===== src/rtl/load_store_unit.sv =====
// Memory-access stage: turns loads/stores into word-addressed RAM transactions with byte strobes,
// lane-extracts load data, and forwards non-memory results to writeback one cycle later.
module load_store_unit (
    input  logic        clk,
    input  logic        reset,
    input  logic        ex_valid,
    output logic        ex_ready,
    input  logic        ex_is_load,
    input  logic        ex_is_store,
    input  logic [2:0]  ex_funct3,
    input  logic [31:0] ex_result,
    input  logic [31:0] ex_store_data,
    input  logic [4:0]  ex_rd,
    output logic        mem_req,
    output logic        mem_we,
    output logic [31:0] mem_addr,
    output logic [31:0] mem_wdata,
    output logic [3:0]  mem_wstrb,
    input  logic        mem_gnt,
    input  logic        mem_rvalid,
    input  logic [31:0] mem_rdata,
    output logic        wb_valid,
    output logic        wb_wr_en,
    output logic [4:0]  wb_rd,
    output logic [31:0] wb_data,
    output logic        fault
);

    localparam logic [1:0] IDLE   = 2'd0;
    localparam logic [1:0] REQ    = 2'd1;
    localparam logic [1:0] WAIT_R = 2'd2;

    logic [1:0]  state;
    logic [4:0]  rd_q;
    logic [2:0]  funct3_q;
    logic [1:0]  offset_q;

    logic        accept;
    logic        mem_op;
    logic        load_f3_ok;
    logic        store_f3_ok;
    logic        misaligned;
    logic        bad_op;
    logic [31:0] st_wdata;
    logic [3:0]  st_wstrb;
    logic [31:0] shifted;
    logic [31:0] load_data;

    // Handshake: a transfer happens on a rising edge where ex_valid && ex_ready; ready only in IDLE.
    assign ex_ready = (state == IDLE);
    assign accept   = ex_valid && ex_ready;
    assign mem_op   = ex_is_load || ex_is_store;

    always_comb begin
        load_f3_ok  = (ex_funct3 == 3'b000) || (ex_funct3 == 3'b001) || (ex_funct3 == 3'b010)
                   || (ex_funct3 == 3'b100) || (ex_funct3 == 3'b101);
        store_f3_ok = !ex_funct3[2] && (ex_funct3[1:0] != 2'b11);
        misaligned  = ((ex_funct3[1:0] == 2'b01) && ex_result[0])
                   || ((ex_funct3[1:0] == 2'b10) && (ex_result[1:0] != 2'b00));
        bad_op      = (ex_is_load && ex_is_store) || (ex_is_load && !load_f3_ok)
                   || (ex_is_store && !store_f3_ok) || misaligned;
    end

    always_comb begin
        st_wdata = ex_store_data;
        st_wstrb = 4'b1111;
        case (ex_funct3[1:0])
            2'b00: begin
                st_wdata = {4{ex_store_data[7:0]}};
                st_wstrb = 4'b0001 << ex_result[1:0];
            end
            2'b01: begin
                st_wdata = {2{ex_store_data[15:0]}};
                st_wstrb = 4'b0011 << ex_result[1:0];
            end
            default: begin
                st_wdata = ex_store_data;
                st_wstrb = 4'b1111;
            end
        endcase
    end

    always_comb begin
        shifted = mem_rdata >> {offset_q, 3'b000};
        case (funct3_q)
            3'b000:  load_data = {{24{shifted[7]}}, shifted[7:0]};
            3'b100:  load_data = {24'd0, shifted[7:0]};
            3'b001:  load_data = {{16{shifted[15]}}, shifted[15:0]};
            3'b101:  load_data = {16'd0, shifted[15:0]};
            default: load_data = shifted;
        endcase
    end

    always_ff @(posedge clk) begin
        if (reset) begin
            state     <= IDLE;
            rd_q      <= 5'd0;
            funct3_q  <= 3'd0;
            offset_q  <= 2'd0;
            mem_req   <= 1'b0;
            mem_we    <= 1'b0;
            mem_addr  <= 32'd0;
            mem_wdata <= 32'd0;
            mem_wstrb <= 4'd0;
            wb_valid  <= 1'b0;
            wb_wr_en  <= 1'b0;
            wb_rd     <= 5'd0;
            wb_data   <= 32'd0;
            fault     <= 1'b0;
        end else begin
            wb_valid <= 1'b0;
            wb_wr_en <= 1'b0;
            fault    <= 1'b0;
            case (state)
                IDLE: begin
                    if (accept) begin
                        if (!mem_op) begin
                            wb_valid <= 1'b1;
                            wb_wr_en <= (ex_rd != 5'd0);
                            wb_rd    <= ex_rd;
                            wb_data  <= ex_result;
                        end else if (bad_op) begin
                            wb_valid <= 1'b1;
                            fault    <= 1'b1;
                            wb_rd    <= ex_rd;
                            wb_data  <= 32'd0;
                        end else begin
                            rd_q      <= ex_rd;
                            funct3_q  <= ex_funct3;
                            offset_q  <= ex_result[1:0];
                            mem_req   <= 1'b1;
                            mem_we    <= ex_is_store;
                            mem_addr  <= {ex_result[31:2], 2'b00};
                            mem_wdata <= ex_is_store ? st_wdata : 32'd0;
                            mem_wstrb <= ex_is_store ? st_wstrb : 4'b0000;
                            state     <= REQ;
                        end
                    end
                end
                REQ: begin
                    // Request fields stay frozen until the grant edge, then all clear together.
                    if (mem_gnt) begin
                        mem_req   <= 1'b0;
                        mem_we    <= 1'b0;
                        mem_addr  <= 32'd0;
                        mem_wdata <= 32'd0;
                        mem_wstrb <= 4'd0;
                        if (mem_we) begin
                            wb_valid <= 1'b1;
                            wb_rd    <= rd_q;
                            wb_data  <= 32'd0;
                            state    <= IDLE;
                        end else begin
                            state <= WAIT_R;
                        end
                    end
                end
                WAIT_R: begin
                    if (mem_rvalid) begin
                        wb_valid <= 1'b1;
                        wb_wr_en <= (rd_q != 5'd0);
                        wb_rd    <= rd_q;
                        wb_data  <= load_data;
                        state    <= IDLE;
                    end
                end
                default: state <= IDLE;
            endcase
        end
    end

endmodule


===== config.mk =====
export PLATFORM = sky130hd
export DESIGN_NAME = load_store_unit
export DESIGN_NICKNAME = d
export VERILOG_FILES = /design/src/rtl/load_store_unit.sv
export SDC_FILE = /design/constraint.sdc
export NUM_CORES = 1
export LEC_CHECK = 0
export ABC_AREA = 1
export BUFFER_PORTS_ARGS = -buffer_cell sky130_fd_sc_hd__buf_2
export CAP_MARGIN = 40
export CORE_MARGIN = 5
export CORE_UTILIZATION = 48
export CTS_CLUSTER_DIAMETER = 40
export DETAILED_ROUTE_END_ITERATION = 7
export GPL_TIMING_DRIVEN = 0
export MAX_ROUTING_LAYER = met4
export PLACE_DENSITY_LB_ADDON = 0.08
export SLEW_MARGIN = 5
export SYNTH_ARGS = -nofsm -noshare
export SYNTH_HDL_FRONTEND = slang
export SYNTH_SLANG_ARGS = --single-unit

===== constraint.sdc =====
create_clock -name clk -period 4.6 [get_ports clk]
set_input_delay 0.46 -clock clk [delete_from_list [all_inputs] [get_ports clk]]
set_output_delay 0.46 -clock clk [all_outputs]
set_load 0.02 [all_outputs]

# --- Word level (Yosys, flattened, before mapping) ---
# Index checks and enable logic that the tools add are counted.
op_classes:
  mux: 60
  n_reduce_logical: 33
  bitwise_logic: 4
  n_eq_ne: 19
  n_shift: 3
op_table:
  columns: ["cell", "count"]
  rows:
  - ["$mux W32", 14]
  - ["$pmux W32 S2", 3]
  - ["$pmux W32 S4", 1]
  - ["$pmux W32 S3", 1]
  - ["$shr A32 B5 Y32", 1]
  - ["$mux W5", 6]
  - ["$mux W4", 5]
  - ["$mux W1", 16]
  - ["$pmux W4 S2", 2]
  - ["$pmux W5 S3", 1]
  - ["$eq A3 B3 Y1 const B", 4]
  - ["$mux W2", 6]
  - ["$ne A2 B2 Y1 const B", 5]
  - ["$reduce_and A5 Y1", 2]
  - ["$reduce_bool A5 Y1", 2]
  - ["$logic_or A1 B1 Y1", 9]
  - ["$logic_and A1 B1 Y1", 7]
  - ["$eq A3 B1 Y1 const B", 2]
  - ["$logic_not A3 Y1", 2]
  - ["$pmux W1 S2", 3]
  - ["$pmux W2 S3", 1]
  - ["$reduce_and A6 Y1", 1]
  - ["$eq A2 B1 Y1 const B", 2]
  - ["$eq A2 B2 Y1 const B", 2]
  - ["other kinds (13)", 21]
totals:
  input_bits: 111
  register_bits: 122

# --- Depth between registers and ports, before layout ---
# Gate-level depths: netlist (run 1).
depth:
  depth_word: 14
  mapped_depth: 12

# --- Worst setup path after synthesis (run 1) ---
# OpenSTA, ideal clock, no wires.
synth_timing:
  path_kind: "reg-to-reg"
  startpoint: "reg state[0]"
  endpoint: "reg wb_data[22]"
  required_time_ps: 4488
  arrival_ps: 1886
  n_path_buf: 2
  path_slack_ps: 2602
  stages_incl_launch_ff: 11
  path_cell_list: "dfxtp_1 inv_1 ha_1 buf_6 inv_2 nor2_1 nor4_4 buf_2 nand3_1 nor2_1 nor2_1"
synth_via:
  elab_chain_cells: 4
  elab_cells_between_ends: 12
  classes_between: "eq/ne: 7; mux: 1; reduce/logical: 4"
synth_lines:
  columns: ["element", "line", "rtl"]
  rows:
  - ["start, declared", "33", "logic [1:0] state;"]
  - ["start signal, assigned", "96", "state <= IDLE;"]
  - ["start signal, assigned", "136", "state <= REQ;"]
  - ["start signal, assigned", "152", "state <= IDLE;"]
  - ["$logic_not A2 Y1 *", "50", "assign ex_ready = (state == IDLE);"]
  - ["named net ex_ready", "7", "output logic ex_ready,"]
  - ["$logic_and A1 B1 Y1", "51", "assign accept = ex_valid && ex_ready;"]
  - ["$ne A2 B1 Y1 (no line)", null, null]
  - ["$reduce_and A6 Y1 (no line)", null, null]
  - ["end signal, assigned", "121", "wb_data <= ex_result;"]
  - ["end signal, assigned", "163", "wb_data <= load_data;"]
  - ["end, declared", "25", "output logic [31:0] wb_data,"]
# The timed path passes the listed nets; every way through them passes the cells marked *.
# A chain may end at the register's enable or synchronous reset.

# --- Final worst setup path (run 1) ---
layout_timing:
  startpoint: "reg state[0]"
  endpoint: "reg wb_data[24]"
layout_via:
  elab_chain_cells: 4
  elab_cells_between_ends: 12
  classes_between: "eq/ne: 7; mux: 1; reduce/logical: 4"
layout_lines:
  columns: ["element", "line"]
  rows:
  - ["$logic_not A2 Y1", "50, 114"]
  - ["$logic_and A1 B1 Y1", "51"]
  - ["$ne A2 B1 Y1 (no line)", null]
  - ["$reduce_and A6 Y1 (no line)", null]
# Several ways; a longest one is shown, not always the timed one.

==> key figures, run 1 <==
Setup path
  • Worst setup SP type: register
  • CP Class: reg2reg
  • CP required: between 4000 and 5000 ps
  • Crit-path max FO: 10
  • CP Capture Type: register
  • Reg2reg path depth: 10
  • Critical Path AT: around 2600 ps

Detailed routing
  • Vias/cell: 5.14
  • Wire per inst: 15.7 um
  • Iteration-0 DRC Markers: approximately 620
  • Post-route ant nets: 0
  • Drt total wl: ~24 mm
  • Via Count: 7,741
  • 1st-pass router iterations: 6
  • DRC violations left: 0

Die
  • Die footprint: around 17,000 um^2
  • IO Pins: ~220
  • Core area: around 14,000 um^2
  • Die Y: between 100 and 150 um
  • Overall die width: 129 um
  • Core Rows: between 40 and 50
  • Starting Density: 0.489

GRT
  • Largest net degree at the start of global routing: 17
  • Congestion Overflow GR: 0
  • Initial antenna violation count: 2
  • Number of global-route vias before repair: between 7,000 and 8,000
  • Global-route wire length before repair: ~37 mm
  • Tot GR Track Use: 0.296

Clock network
  • Post-CTS Setup Bufs: 0
  • CTS clk-pin slew, worst paths: around 60 ps
  • TritonCTS Buffers: 17
  • CTS sink cnt: 120
  • Clock Tree Buf Depth: 2
  • # H-tree levels: 4
  • Clock Latency Late Sink: 420 ps
  • # hold bufs at CTS: 0
  • Clock root cell: clkbuf_16
  • CTS tree: done
  • Resize count post-CTS: 0

Timing
  • Clock skew: 12.3 ps
  • RSZ-0062 raised after global routing: no
  • Setup ws final: ~2300 ps
  • Final Cycle Share: 0.503
  • Fmax: between 400 and 500 MHz
  • Post-route setup TNS: 0 ps
  • Worst-margin pin slew: just under 700 ps
  • Final setup viols: 0
  • Pins Over Slew Limit: 0
  • Crit path time final: around 2300 ps
  • Max transition margin: 0.534
  • Endpoints failing hold: 0

Finish
  • NumNets Final: 1,425
  • Final cell count without fillers: ~1,500
  • Final Core Density: 0.627
  • Layout area overhead: 28.3%
  • Share of cells above drive strength 1: 0.240

Outcome
  • Status: complete, no violations

Logic synthesis
  • Distinct cell type count after synthesis: 35
  • Number of synthesized register bits: 120
  • Post-synthesis cell count: about 1,100
  • Post-Syn Area: around 6800 um^2
  • Syn avg cell area: around 6.3 um^2
  • Synth warn: 0
  • Post-synthesis sequential area ratio: 0.355

Min path
  • Hold path depth: 3
  • Hold Crit Class: in2reg

Pwr
  • Peak VDD IR: 0.253 mV
  • Leak: about 4.3 nW
  • Overall Power: 4.12 mW
  • PwrDens: between 400 and 500 nW/um^2

Placement
  • Pre-CTS WS: around 2300 ps
  • I/O Buffers: ~220
  • GPL Wtd Cong: 0.986
  • Placed Cells: 1,471
  • Post-DP HPWL: ~19 mm

Job
  • Max Cap Violations: 0
==> worst max-delay path, cell delays in order, from the launching register on <==
cell and delay, ps:
dfxtp_1 390, inv_1 80, ha_1 240, buf_6 140, inv_2 60, nor2_1 60
nor4_4 580, buf_2 310, nand3_1 120, nor2_1 160, nor2_1 60
==> where the power goes <==
| group | leakage (nW) | internal [mW] | switching (mW) |
|---|---|---|---|
| combinational | 3.00 | 0.509 | 1.02 |
| clock | 0.279 | 0.791 | 0.508 |
| sequential | 0.981 | 1.21 | 0.0883 |
| total | 4.26 | 2.51 | 1.62 |
==> cells in the final DEF (no fill, tap or decap), drive strengths merged, types with 4 or more instances in the layout <==
cell    Yosys  routed
clkbuf     40      60
dfxtp     120     120
nand4      11      11
nor2      122     122
nor3       36      36
buf        40     258
o21bai      8       8
inv        88      91
ha          4       4
clkinv      1       6
nand3      94      94
a21oi      95      95
o21ai      58      58
nand2     313     313
or2         9       9
nand3b     27      27
==> state kept, by name (all words and copies together) (netlist names), 2 cells and up <==
name / flops
mem_wdata: 32
state: 2
mem_wstrb: 4
rd_q: 5
funct3_q: 3
wb_data: 32
offset_q: 2
wb_rd: 5
mem_addr: 30
==> Yosys cell counts, drive strengths merged <==
library cell / n / share of area
o311ai: 2 / 0.0026
o211ai: 1 / 0.0011
nand3b: 27 / 0.030
a21oi: 95 / 0.070
nand2: 313 / 0.18
o21ai: 58 / 0.044
nand3: 94 / 0.070
nor2: 122 / 0.070
nor4: 1 / 0.0031
buf: 40 / 0.038
clkbuf: 40 / 0.022
or2: 9 / 0.0083
a32o: 1 / 0.0015
clkinv: 1 / 0.00055
nand4: 11 / 0.011
dfxtp: 120 / 0.36
conb: 1 / 0.00055
inv: 88 / 0.049
o21bai: 8 / 0.0089
nor3: 36 / 0.028
ha: 4 / 0.0074
==> final timing paths <==
path	slack, ps	start	endpoint
max	2290	state[0]	wb_data[24]
min	320	ex_store_data[4]	mem_wdata[4]
max reg2reg	2290	state[0]	wb_data[24]
min reg2reg	460	mem_addr[26]	mem_addr[26]
==> final cells by class <==
type                    count  area [um^2]
clock buffers              20          467
well taps                 180          225
plain buffers              80          408
clock inverters            12          115
repair buffers            218         1090
inverters                  89          334
flip-flops and latches    120         2400
diodes                      3         7.51
fillers                  1391         5160
multi-input cells         784         3620
==> logic make-up after synthesis <==
group,Yosys count,share of synthesized area
and+or+nand+nor,613,0.399
AOI/OAI and AO/OA,165,0.128
adders and majority gates,4,0.00741
buffers and inverters,169,0.110
other,1,0.000555
DFF,120,0.355
==> through the flow <==
step / hold slack, ps / cell area (um^2)
2_1_floorplan: 441 / 6760
3_3_place_gp: 445 / 8080
3_5_place_dp: 449 / 8080
4_1_cts: 321 / 8660
5_1_grt: 327 / 8660
6_report: 324 / 8670
==> metal layers <==
| layer | track usage | wire (um) |
|---|---|---|
| met1 | 0.396 | 10500 |
| met2 | 0.451 | 10600 |
| met3 | 0.0631 | 2120 |
| met4 | 0.0883 | 496 |
| met5 | - | 0 |
No activity file was read; power rests on OpenSTA's default activity.
==> inputs of run 2 (changes only) <==
--- a/config.mk
+++ b/config.mk
@@ -5,7 +5,7 @@
 export SDC_FILE = /design/constraint.sdc
 export NUM_CORES = 1
 export LEC_CHECK = 0
-export ABC_AREA = 1
+export ABC_AREA = 0
 export BUFFER_PORTS_ARGS = -buffer_cell sky130_fd_sc_hd__buf_2
 export CAP_MARGIN = 40
 export CORE_MARGIN = 5
==> constraint.sdc (replaced) <==
create_clock -name clk -period 2.4 [get_ports clk]
set_input_delay 0.24 -clock clk [delete_from_list [all_inputs] [get_ports clk]]
set_output_delay 0.24 -clock clk [all_outputs]
set_load 0.02 [all_outputs]
==> run 2 against run 1 <==
  * Sequential power increased by 68%
  * Worst setup slack got worse by 2200 ps
  * Critical path type unchanged
  * Worst hold slack got worse by 240 ps
  * First-iteration DRC count decreased by 2.6%
  * Cell count decreased by 27%
  * Critical endpoint is now wb_data[31]
==> key figures, run 2 <==
Outcome
  • Status: complete, no violations

Clock network
  • CTS clk-pin slew, worst paths: 50 ps (about the same)
  • Clock root cell: clkbuf_16
  • # hold bufs at CTS: 0 (unchanged)
  • TritonCTS Buffers: 17 (unchanged)
  • # H-tree levels: 4 (unchanged)
  • CTS sink cnt: 120 (unchanged)
  • Clock Latency Late Sink: 420 ps (about the same)
  • Clock Tree Buf Depth: 2 (unchanged)
  • CTS tree: done

Logic synthesis
  • Synth top area share: 0.407 (+0.0516)
  • Fraction of registers with async set or reset after synthesis: 0 (unchanged)
  • Post-synthesis cell count: 699 (-35%)
  • Number of synthesized register bits: 120 (unchanged)
  • Area leader, netlist: dfxtp_1
  • Synth warn: 0 (unchanged)
  • EDFF count, synth: 0 (unchanged)
  • Syn avg cell area: 8.44 um^2 (+34%)
  • Synth area leaders: dfxtp_1 (41%), mux2i_1 (7.0%), a21oi_1 (5.8%)
  • Distinct cell type count after synthesis: 44 (+26%)
  • Primary FF master, synth: dfxtp_1
  • Post-synthesis sequential area ratio: 0.407 (+0.0516)
  • Post-Syn Area: 5900 um^2 (-13%)
  • Most frequent cell after synthesis: dfxtp_1
  • Most common library cells after synthesis: dfxtp_1 (120), a21oi_1 (68), nand3_1 (65)

Detailed routing
  • Iteration-0 DRC Markers: 601 (-2.6%)
  • Wire per inst: 19.4 um (+24%)
  • Post-route ant nets: 0 (unchanged)
  • Drt total wl: 21.4 mm (-9.6%)
  • Vias/cell: 5.91 (+15%)
  • DRC violations left: 0 (unchanged)
  • 1st-pass router iterations: 6 (unchanged)
  • Via Count: 6,502 (-16%)

GRT
  • Initial antenna violation count: 0 (-2)
  • Number of global-route vias before repair: 6,243 (-16%)
  • Largest net degree at the start of global routing: 17 (unchanged)
  • Congestion Overflow GR: 0 (unchanged)
  • Tot GR Track Use: 0.289 (-0.00730)
  • Global-route wire length before repair: 32.1 mm (-14%)

Timing
  • Final setup viols: 0 (unchanged)
  • Fmax: 437 MHz (+1.2%)
  • Worst-margin pin slew: 855 ps (+159 ps)
  • Endpoints failing hold: 0 (unchanged)
  • Clock skew: 5.35 ps (-6.98 ps)
  • RSZ-0062 raised after global routing: yes
  • Final Cycle Share: 0.953 (+0.450)
  • Pins Over Slew Limit: 0 (unchanged)
  • Max transition margin: 0.428 (-0.106)
  • Setup ws final: 112 ps (-2170 ps)
  • Crit path time final: 2290 ps (-26.6 ps)

Placement
  • Post-DP HPWL: 16.5 mm (-12%)
  • I/O Buffers: 217 (-0.46%)
  • GPL Wtd Cong: 0.993 (+0.74%)
  • Pre-CTS WS: -335 ps (-2660 ps)
  • Dpl cell area: 7180 um^2 (-11%)

Setup path
  • Worst setup path startpoint: state[1]
  • Worst setup SP type: register
  • CP Capture Type: register
  • CP required: 2710 ps (-2190 ps)
  • Slowest-stage cell, CP: dfxtp_1
  • R2R setup slack: 110 ps (-2170 ps)
  • R2r startpoint: state[1]
  • Crit-path max FO: 9 (-1)
  • CP Class: reg2reg
  • Critical Path AT: 2600 ps (-20 ps)
  • RR Endpoint: wb_data[31]
  • Slowest stage delay, CP: 380 ps (-200 ps)
  • Reg2reg path depth: 9 (-1)
  • Crit path cell chain: inv_1 > ha_1 > clkbuf_4 > nand2_1 > or2_4 > nor3b_4 > buf_4 > a22oi_1 > a311oi_1

Finish
  • Top flop regs: mem_wdata x32, wb_data x32, mem_addr x30
  • Filler cells: 1,078 (-23%)
  • Layout area overhead: 33.5%
  • NumNets Final: 1,057 (-26%)
  • Most frequent cells in the layout: buf_2 (230), dfxtp_1 (120), a21oi_1 (68), nand3_1 (65), o21ai_0 (62)
  • # diodes: 0 (-3)
  • Fin area: 7880 um^2 (-9.1%)
  • Share of cells above drive strength 1: 0.322 (+0.0825)
  • Commonest non-fill, non-tap cell in the layout: buf_2

Die
  • IO Pins: 222 (unchanged)
  • Die Y: 121 um (-6.0%)
  • Die footprint: 14,600 um^2 (-12%)
  • Core area: 12,000 um^2 (-13%)
  • Core Rows: 40 (-7.0%)
  • Overall die width: 121 um (-6.0%)
  • Starting Density: 0.491 (+0.00252)

Min path
  • Hold_sp: ex_rd[4]
  • Hold Crit Class: in2reg
  • Hold endpoint: rd_q[4]
  • Hold path depth: 3 (unchanged)

Pwr
  • PwrDens: 739 nW/um^2 (+55%)
  • Leak: 3.28 nW (-23%)
  • Peak VDD IR: 0.516 mV (+100%)

Job
  • Max Cap Violations: 0 (unchanged)
-- run 2: repair_timing --
action / 4_1_cts / 5_1_grt
endpoints found under the setup margin: 57 / 57
pin swaps: 1 / 6
resized for setup: 4 / 13
setup buffers: 2 / 5
-- run 2: per-layer routing --
| layer | GRT usage | share of wire | vias up | wire length, um |
|---|---|---|---|---|
| li1 | - | - | 3029 | - |
| met1 | 0.340 | 0.39 | 3036 | 8430 |
| met2 | 0.475 | 0.48 | 371 | 10200 |
| met3 | 0.0751 | 0.10 | 66 | 2130 |
| met4 | 0.107 | 0.030 | 0 | 652 |
| met5 | - | 0 | - | 0 |
-- run 2: power breakdown --
part,internal [mW],switching (mW)
Combinational,0.362,0.608
Sequential,2.11,0.0610
Clock,1.80,0.891
Total,4.26,1.56
-- run 2: how the worst max path moves through the flow --
| stage | cells after the start | slack (ps) | end |
|---|---|---|---|
| floorplan | 9 | 130 | wb_data[24] |
| global placement | 9 | -260 | wb_data[26] |
| detailed placement | 9 | -340 | wb_data[30] |
| CTS | 9 | 7 | wb_data[30] |
| global route | 9 | -9 | mem_wdata[24] |
| finish | 9 | 110 | wb_data[31] |
-- run 2: area by class of cell --
| cell class | instances | area [um^2] | share of cell area |
|---|---|---|---|
| buffer | 64 | 292 | 0.0370 |
| timing repair buffer | 225 | 1140 | 0.145 |
| inverter | 4 | 15.0 | 0.00191 |
| multi-input combinational | 510 | 3230 | 0.409 |
| sequential | 120 | 2400 | 0.305 |
| clock inverter | 9 | 148 | 0.0187 |
| clock buffer | 21 | 470 | 0.0597 |
| tap | 147 | 184 | 0.0233 |
-- run 2: cells by family (layout without fill, tap and decap cells) --
| logic type | Yosys count | after routing | synth area share |
|---|---|---|---|
| AO/OA/AOI/OAI | 208 | 208 | 0.217 |
| adder cells (fa/ha/maj) | 4 | 4 | 0.00848 |
| buffers and inverters | 70 | 323 | 0.0515 |
| flip-flops | 120 | 120 | 0.407 |
| multiplexers | 57 | 57 | 0.100 |
| other | 1 | 2 | 0.000636 |
| AND/OR/NAND/NOR | 239 | 239 | 0.215 |
-- run 2: critical path, delay by kind of cell, from the launching register on --
kind                     cells  cell delay [ps]
adder cells (fa/ha/maj)      1              280
AO/OA/AOI/OAI                2              410
buffers and inverters        3              460
AND/OR/NAND/NOR              3              650
flip-flops                   1              380
-- run 2: through the flow --
step / hold slack, ps / instances / TNS, ps / utilization / power [mW]
4_1_cts: 72.9 / 1095 / 0 / 0.651 / 5.82
3_5_place_dp: 460 / 1065 / -6670 / 0.598 / 3.15
3_3_place_gp: 454 / 1064 / -6980 / 0.597 / 3.12
2_1_floorplan: 370 / 700 / 0 / - / 2.76
6_report: 84.4 / 1100 / 0 / 0.656 / 5.83
5_1_grt: 89.9 / 1100 / -18.0 / 0.656 / 6.03
